===== src/rtl/wb_arb_pkg.sv =====
// Shared types and constants for the two-master Wishbone arbiter.
// The WB_ARB_TIMEOUT_EN build macro (see wishbone_bus_arbiter) uses WB_ARB_TIMEOUT_DATA.
package wb_arb_pkg;
    typedef enum logic {ARB_IDLE, ARB_BUSY} arb_state_t;
    typedef logic master_id_t;
    localparam logic [31:0] WB_ARB_TIMEOUT_DATA = 32'hDEADDEAD;
endpackage


===== src/rtl/wb_arb_picker.sv =====
// Combinational winner selection between the two masters.
// A lone requester always wins; ties go round-robin or to m1.
module wb_arb_picker
    import wb_arb_pkg::*;
#(
    parameter int ROUND_ROBIN = 1
) (
    input  logic [1:0] req,
    input  master_id_t rr_last,
    output master_id_t winner
);
    always_comb begin
        winner = req[1];
        if (&req) winner = (ROUND_ROBIN != 0) ? ~rr_last : 1'b1;
    end
endmodule


===== src/rtl/wishbone_bus_arbiter.sv =====
// Two-master Wishbone arbiter (m0 = fetch, m1 = LSU) with registered grant.
// Define WB_ARB_TIMEOUT_EN to enable the BUSY watchdog.
module wishbone_bus_arbiter
    import wb_arb_pkg::*;
#(
    parameter int ADDR_WIDTH     = 32,
    parameter int DATA_WIDTH     = 32,
    parameter int ROUND_ROBIN    = 1,
    parameter int TIMEOUT_CYCLES = 64
) (
    input  logic                    clk,
    input  logic                    reset,
    input  logic                    m0_strobe,
    input  logic                    m0_write_enable,
    input  logic [ADDR_WIDTH-1:0]   m0_address,
    input  logic [DATA_WIDTH-1:0]   m0_data_out,
    input  logic [DATA_WIDTH/8-1:0] m0_sel,
    output logic [DATA_WIDTH-1:0]   m0_data_in,
    output logic                    m0_ack,
    input  logic                    m1_strobe,
    input  logic                    m1_write_enable,
    input  logic [ADDR_WIDTH-1:0]   m1_address,
    input  logic [DATA_WIDTH-1:0]   m1_data_out,
    input  logic [DATA_WIDTH/8-1:0] m1_sel,
    output logic [DATA_WIDTH-1:0]   m1_data_in,
    output logic                    m1_ack,
    output logic                    s_cyc,
    output logic                    s_strobe,
    output logic                    s_write_enable,
    output logic [ADDR_WIDTH-1:0]   s_address,
    output logic [DATA_WIDTH-1:0]   s_data_out,
    output logic [DATA_WIDTH/8-1:0] s_sel,
    input  logic [DATA_WIDTH-1:0]   s_data_in,
    input  logic                    s_ack,
    output logic [1:0]              o_grant
);
    arb_state_t state_q, state_d;
    logic [1:0] grant_d;
    master_id_t rr_q, rr_d, winner, owner;
    logic       to_hit;

    logic [1:0]                   req, we, ack_vec;
    logic [1:0][ADDR_WIDTH-1:0]   addr;
    logic [1:0][DATA_WIDTH-1:0]   wdata, rdata;
    logic [1:0][DATA_WIDTH/8-1:0] sel;

    assign req   = {m1_strobe, m0_strobe};
    assign we    = {m1_write_enable, m0_write_enable};
    assign addr  = {m1_address, m0_address};
    assign wdata = {m1_data_out, m0_data_out};
    assign sel   = {m1_sel, m0_sel};
    assign owner = o_grant[1];

    wb_arb_picker #(.ROUND_ROBIN(ROUND_ROBIN)) u_picker (
        .req     (req),
        .rr_last (rr_q),
        .winner  (winner)
    );

    // Slave side follows the registered owner only, never a live strobe.
    assign s_write_enable = we[owner];
    assign s_address      = addr[owner];
    assign s_data_out     = wdata[owner];
    assign s_sel          = sel[owner];
    assign m0_ack         = ack_vec[0];
    assign m1_ack         = ack_vec[1];
    assign m0_data_in     = rdata[0];
    assign m1_data_in     = rdata[1];

`ifdef WB_ARB_TIMEOUT_EN
    localparam int CW = $clog2(TIMEOUT_CYCLES) + 1;
    logic [CW-1:0] cnt_q;

    always_ff @(posedge clk or posedge reset) begin
        if (reset)                  cnt_q <= '0;
        else if (state_q == ARB_IDLE) cnt_q <= '0;
        else                        cnt_q <= cnt_q + 1'b1;
    end

    assign to_hit = (state_q == ARB_BUSY) && (cnt_q == CW'(TIMEOUT_CYCLES - 1));
`else
    assign to_hit = 1'b0;
`endif

    always_ff @(posedge clk or posedge reset) begin
        if (reset) begin
            state_q <= ARB_IDLE;
            o_grant <= 2'b00;
            rr_q    <= 1'b1;
        end else begin
            state_q <= state_d;
            o_grant <= grant_d;
            rr_q    <= rr_d;
        end
    end

    always_comb begin
        state_d  = state_q;
        grant_d  = o_grant;
        rr_d     = rr_q;
        ack_vec  = '0;
        rdata    = '0;
        s_cyc    = 1'b0;
        s_strobe = 1'b0;
        case (state_q)
            ARB_IDLE: begin
                if (|req) begin
                    state_d = ARB_BUSY;
                    grant_d = winner ? 2'b10 : 2'b01;
                end
            end
            ARB_BUSY: begin
                s_cyc    = 1'b1;
                s_strobe = 1'b1;
                if (!req[owner]) begin
                    // Owner gave up: a late slave ack in this cycle is dropped.
                    state_d = ARB_IDLE;
                    grant_d = 2'b00;
                end else if (s_ack) begin
                    ack_vec[owner] = 1'b1;
                    rdata[owner]   = s_data_in;
                    state_d        = ARB_IDLE;
                    grant_d        = 2'b00;
                    rr_d           = owner;
                end else if (to_hit) begin
                    ack_vec[owner] = 1'b1;
                    rdata[owner]   = DATA_WIDTH'(WB_ARB_TIMEOUT_DATA);
                    state_d        = ARB_IDLE;
                    grant_d        = 2'b00;
                    rr_d           = owner;
                end
            end
            default: begin
                state_d = ARB_IDLE;
                grant_d = 2'b00;
            end
        endcase
    end
endmodule


===== config.mk =====
export PLATFORM = sky130hd
export DESIGN_NAME = wishbone_bus_arbiter
export DESIGN_NICKNAME = d
export VERILOG_FILES = /design/src/rtl/wb_arb_pkg.sv /design/src/rtl/wb_arb_picker.sv /design/src/rtl/wishbone_bus_arbiter.sv
export SDC_FILE = /design/constraint.sdc
export NUM_CORES = 1
export LEC_CHECK = 0
export ABC_AREA = 1
export CAP_MARGIN = 40
export CORE_AREA = 2 2 123 125
export DETAILED_ROUTE_END_ITERATION = 6
export DIE_AREA = 0 0 125 127
export PLACE_DENSITY_LB_ADDON = 0.3
export SYNTH_ARGS = -nofsm -noshare
export SYNTH_HDL_FRONTEND = slang
export SYNTH_SLANG_ARGS = --single-unit

===== constraint.sdc =====
create_clock -name clk -period 2.2 [get_ports clk]
set_input_delay 0.22 -clock clk [delete_from_list [all_inputs] [get_ports clk]]
set_output_delay 0.22 -clock clk [all_outputs]
set_load 0.1 [all_outputs]

==> flow_summary.json <==
{
  "outcome": "completed",
  "die_h_um": 127,
  "core_area_um2": 14400,
  "synthCells": 398,
  "hold_path_class": "in2async",
  "die_x_um": 125,
  "fin_crit_ns": 2.03,
  "antenna_found_initial": 0,
  "rsz0062_at_grt": "no",
  "dp_cells": 872,
  "synthDistinctLibCells": 20,
  "powerDensity_nw_per_um2": 1120,
  "timing.fmax_ghz": 0.493,
  "nNetsFinal": 868,
  "yosysMostFrequentCell": "nand2_1",
  "synth_top_cell_area_share": 0.453,
  "ys_ff_latch": 4,
  "cp_max_fo": 72,
  "syn2layout_area_growth_pct": 287,
  "dpl_worst_slack_ns": 0.279,
  "ios": 314,
  "path_clk_slew_ns": 0.03,
  "final_core_util": 0.487,
  "netSwitchingFraction": 0.650,
  "cts-buffers-inserted": 3,
  "timing.final.crit_share": 0.922,
  "criticalPathCategory": "reg2out",
  "cp.required_ns": 1.98,
  "arrival_ns": 1.81,
  "grt_pass1_vias": 3488,
  "p_comb_frac": 0.942,
  "initial_core_util": 0.126,
  "ys_seq_area_frac": 0.0559,
  "drtAntennaViolNets": 0,
  "vias": 3465,
  "h-tree-depth": 1,
  "routedWlPerCell_um": 13.1,
  "async_reset_ff_frac": 1.00,
  "drc_errors": 0,
  "hold_slack_ns": 0.189,
  "p_int_mw": 2.75,
  "cts-root-buf": "clkbuf_16",
  "cts.path.max_buffers": 2,
  "cp-start-kind": "register",
  "synth_nets": 573,
  "multiInputGateArea_um2": 1820,
  "syn_avg_cell_area_um2": 4.56,
  "finalHoldViolations": 0,
  "drtPass1Iterations": 4,
  "synth_common_cells": "nand2_1 (219), nor2_1 (39), inv_1 (35)",
  "syn_area_um2": 1810,
  "synth_warnings": 0,
  "synth_edf_count": 0,
  "pwr-share-seq": 0.020,
  "total_power_mw": 7.84,
  "finalSetupViolations": 0,
  "cts_tree": "yes",
  "power.leakage_nw": 3.04,
  "port-buffer-count": 313,
  "finalMaxSlewViolations": 0,
  "layout.area.seq_um2": 109,
  "finalNonFillerCells": 876,
  "grt_max_degree": 73,
  "vdd_ir_drop_max_uv": 722,
  "tns_ns": 0,
  "synthFlopType": "dfrtp_1",
  "die_area_um2": 15900,
  "synth_area_leader_cell": "nand2_1",
  "power_frac_clock": 0.038,
  "dp_hpwl_mm": 10.1,
  "p_sw_mw": 5.09,
  "finalWorstSetupSlack_ns": 0.172,
  "cap_violations": 0,
  "synth_area_leaders": "nand2_1 (45%), nand4_1 (11%), nor2_2 (9.7%)",
  "gr-total-overflow": 0,
  "critPathCaptureType": "output port",
  "num_antenna_cells": 0,
  "layout-drive-gt1-share": 0.328,
  "route.final.wire_length_mm": 11.4,
  "finish.instance_area_um2": 7020,
  "slew-limit-headroom": 0.492,
  "worst_pin_slew_ns": 0.763,
  "cts_num_sinks": 4,
  "place_congestion": 0.790,
  "cts_hold_buf": 0,
  "num_rows": 44,
  "skew_ns": 0.00316,
  "fillers": 1353,
  "dpl_cell_area_um2": 6940,
  "insertion_delay_ns": 0.23,
  "drtIter0Drc": 99,
  "grt_pass1_wl_mm": 17.9,
  "grt_util_all_layers": 0.137,
  "vias_per_cell": 3.96
}
[layout by cell type (no fill, tap or decap), drive strengths merged]
cell	n
nand2	221
clkdlybuf4s50	174
buf	149
nor2	67
inv	34
nand4	33
clkbuf	4
dfrtp	3
clkinv	1
o21ai	1
a21boi	1
or2	1
nand3	1
clkinvlp	1
dfstp	1
[layout make-up]
cell class	count	area share
clock buffers	4	0.0112
inverters	36	0.0200
multi-input cells	325	0.260
flip-flops and latches	4	0.0155
well taps	184	0.0328
repair buffers	323	0.661
[logic make-up (layout without fill, tap and decap cells)]
kind of cell,count (synthesis),in the layout,share of synthesized area
AND/OR/NAND/NOR,323,323,0.768
buffers and inverters,69,363,0.169
flip-flops,4,4,0.0559
AO/OA/AOI/OAI,2,2,0.00690
[metal layers]
layer / vias to the layer above / part of all wire / global-route usage
met5: - / 0 / 0
met4: 0 / 0.023 / 0.0333
met3: 20 / 0.081 / 0.0402
met2: 182 / 0.54 / 0.265
met1: 1473 / 0.35 / 0.144
li1: 1790 / - / -
[flip-flops by register name (all words and copies together) (netlist names)]
signal	flops
rr_q	1
o_grant	2
state_q	1
[critical path, stage by stage (launching register included)]
cell and delay [ns]:
dfrtp_4 0.45, buf_4 0.58, nand2_1 0.13, nand2_1 0.15, buf_12 0.18
[final timing paths]
kind / start / to / slack (ns) / cells past startpoint
setup / recovery: o_grant[1] / s_address[6] / 0.17 / 4
hold / removal: reset / o_grant[0] / 0.19 / 2
setup reg to reg: o_grant[1] / o_grant[1] / 0.76 / 8
hold reg to reg: rr_q / rr_q / 0.48 / 2
max in group asynchronous: reset / rr_q / 1.77 / 2
min in group clk: rr_q / rr_q / 0.48 / 2
[power groups by stage]
stage          Clock, mW  Sequential, mW  Combinational [mW]
2_1_floorplan          0           0.273                4.50
3_5_place_dp           0           0.158                7.44
3_3_place_gp           0           0.157                7.42
4_1_cts            0.300           0.158                7.45
5_1_grt            0.304           0.163                7.65
6_report           0.296           0.157                7.39
[what timing repair did]
action,4_1_cts,5_1_grt
gates resized for setup,0,1
endpoints found under the setup margin,0,3
setup buffers,0,0
Note: power is estimated with default switching activity, not from simulation.
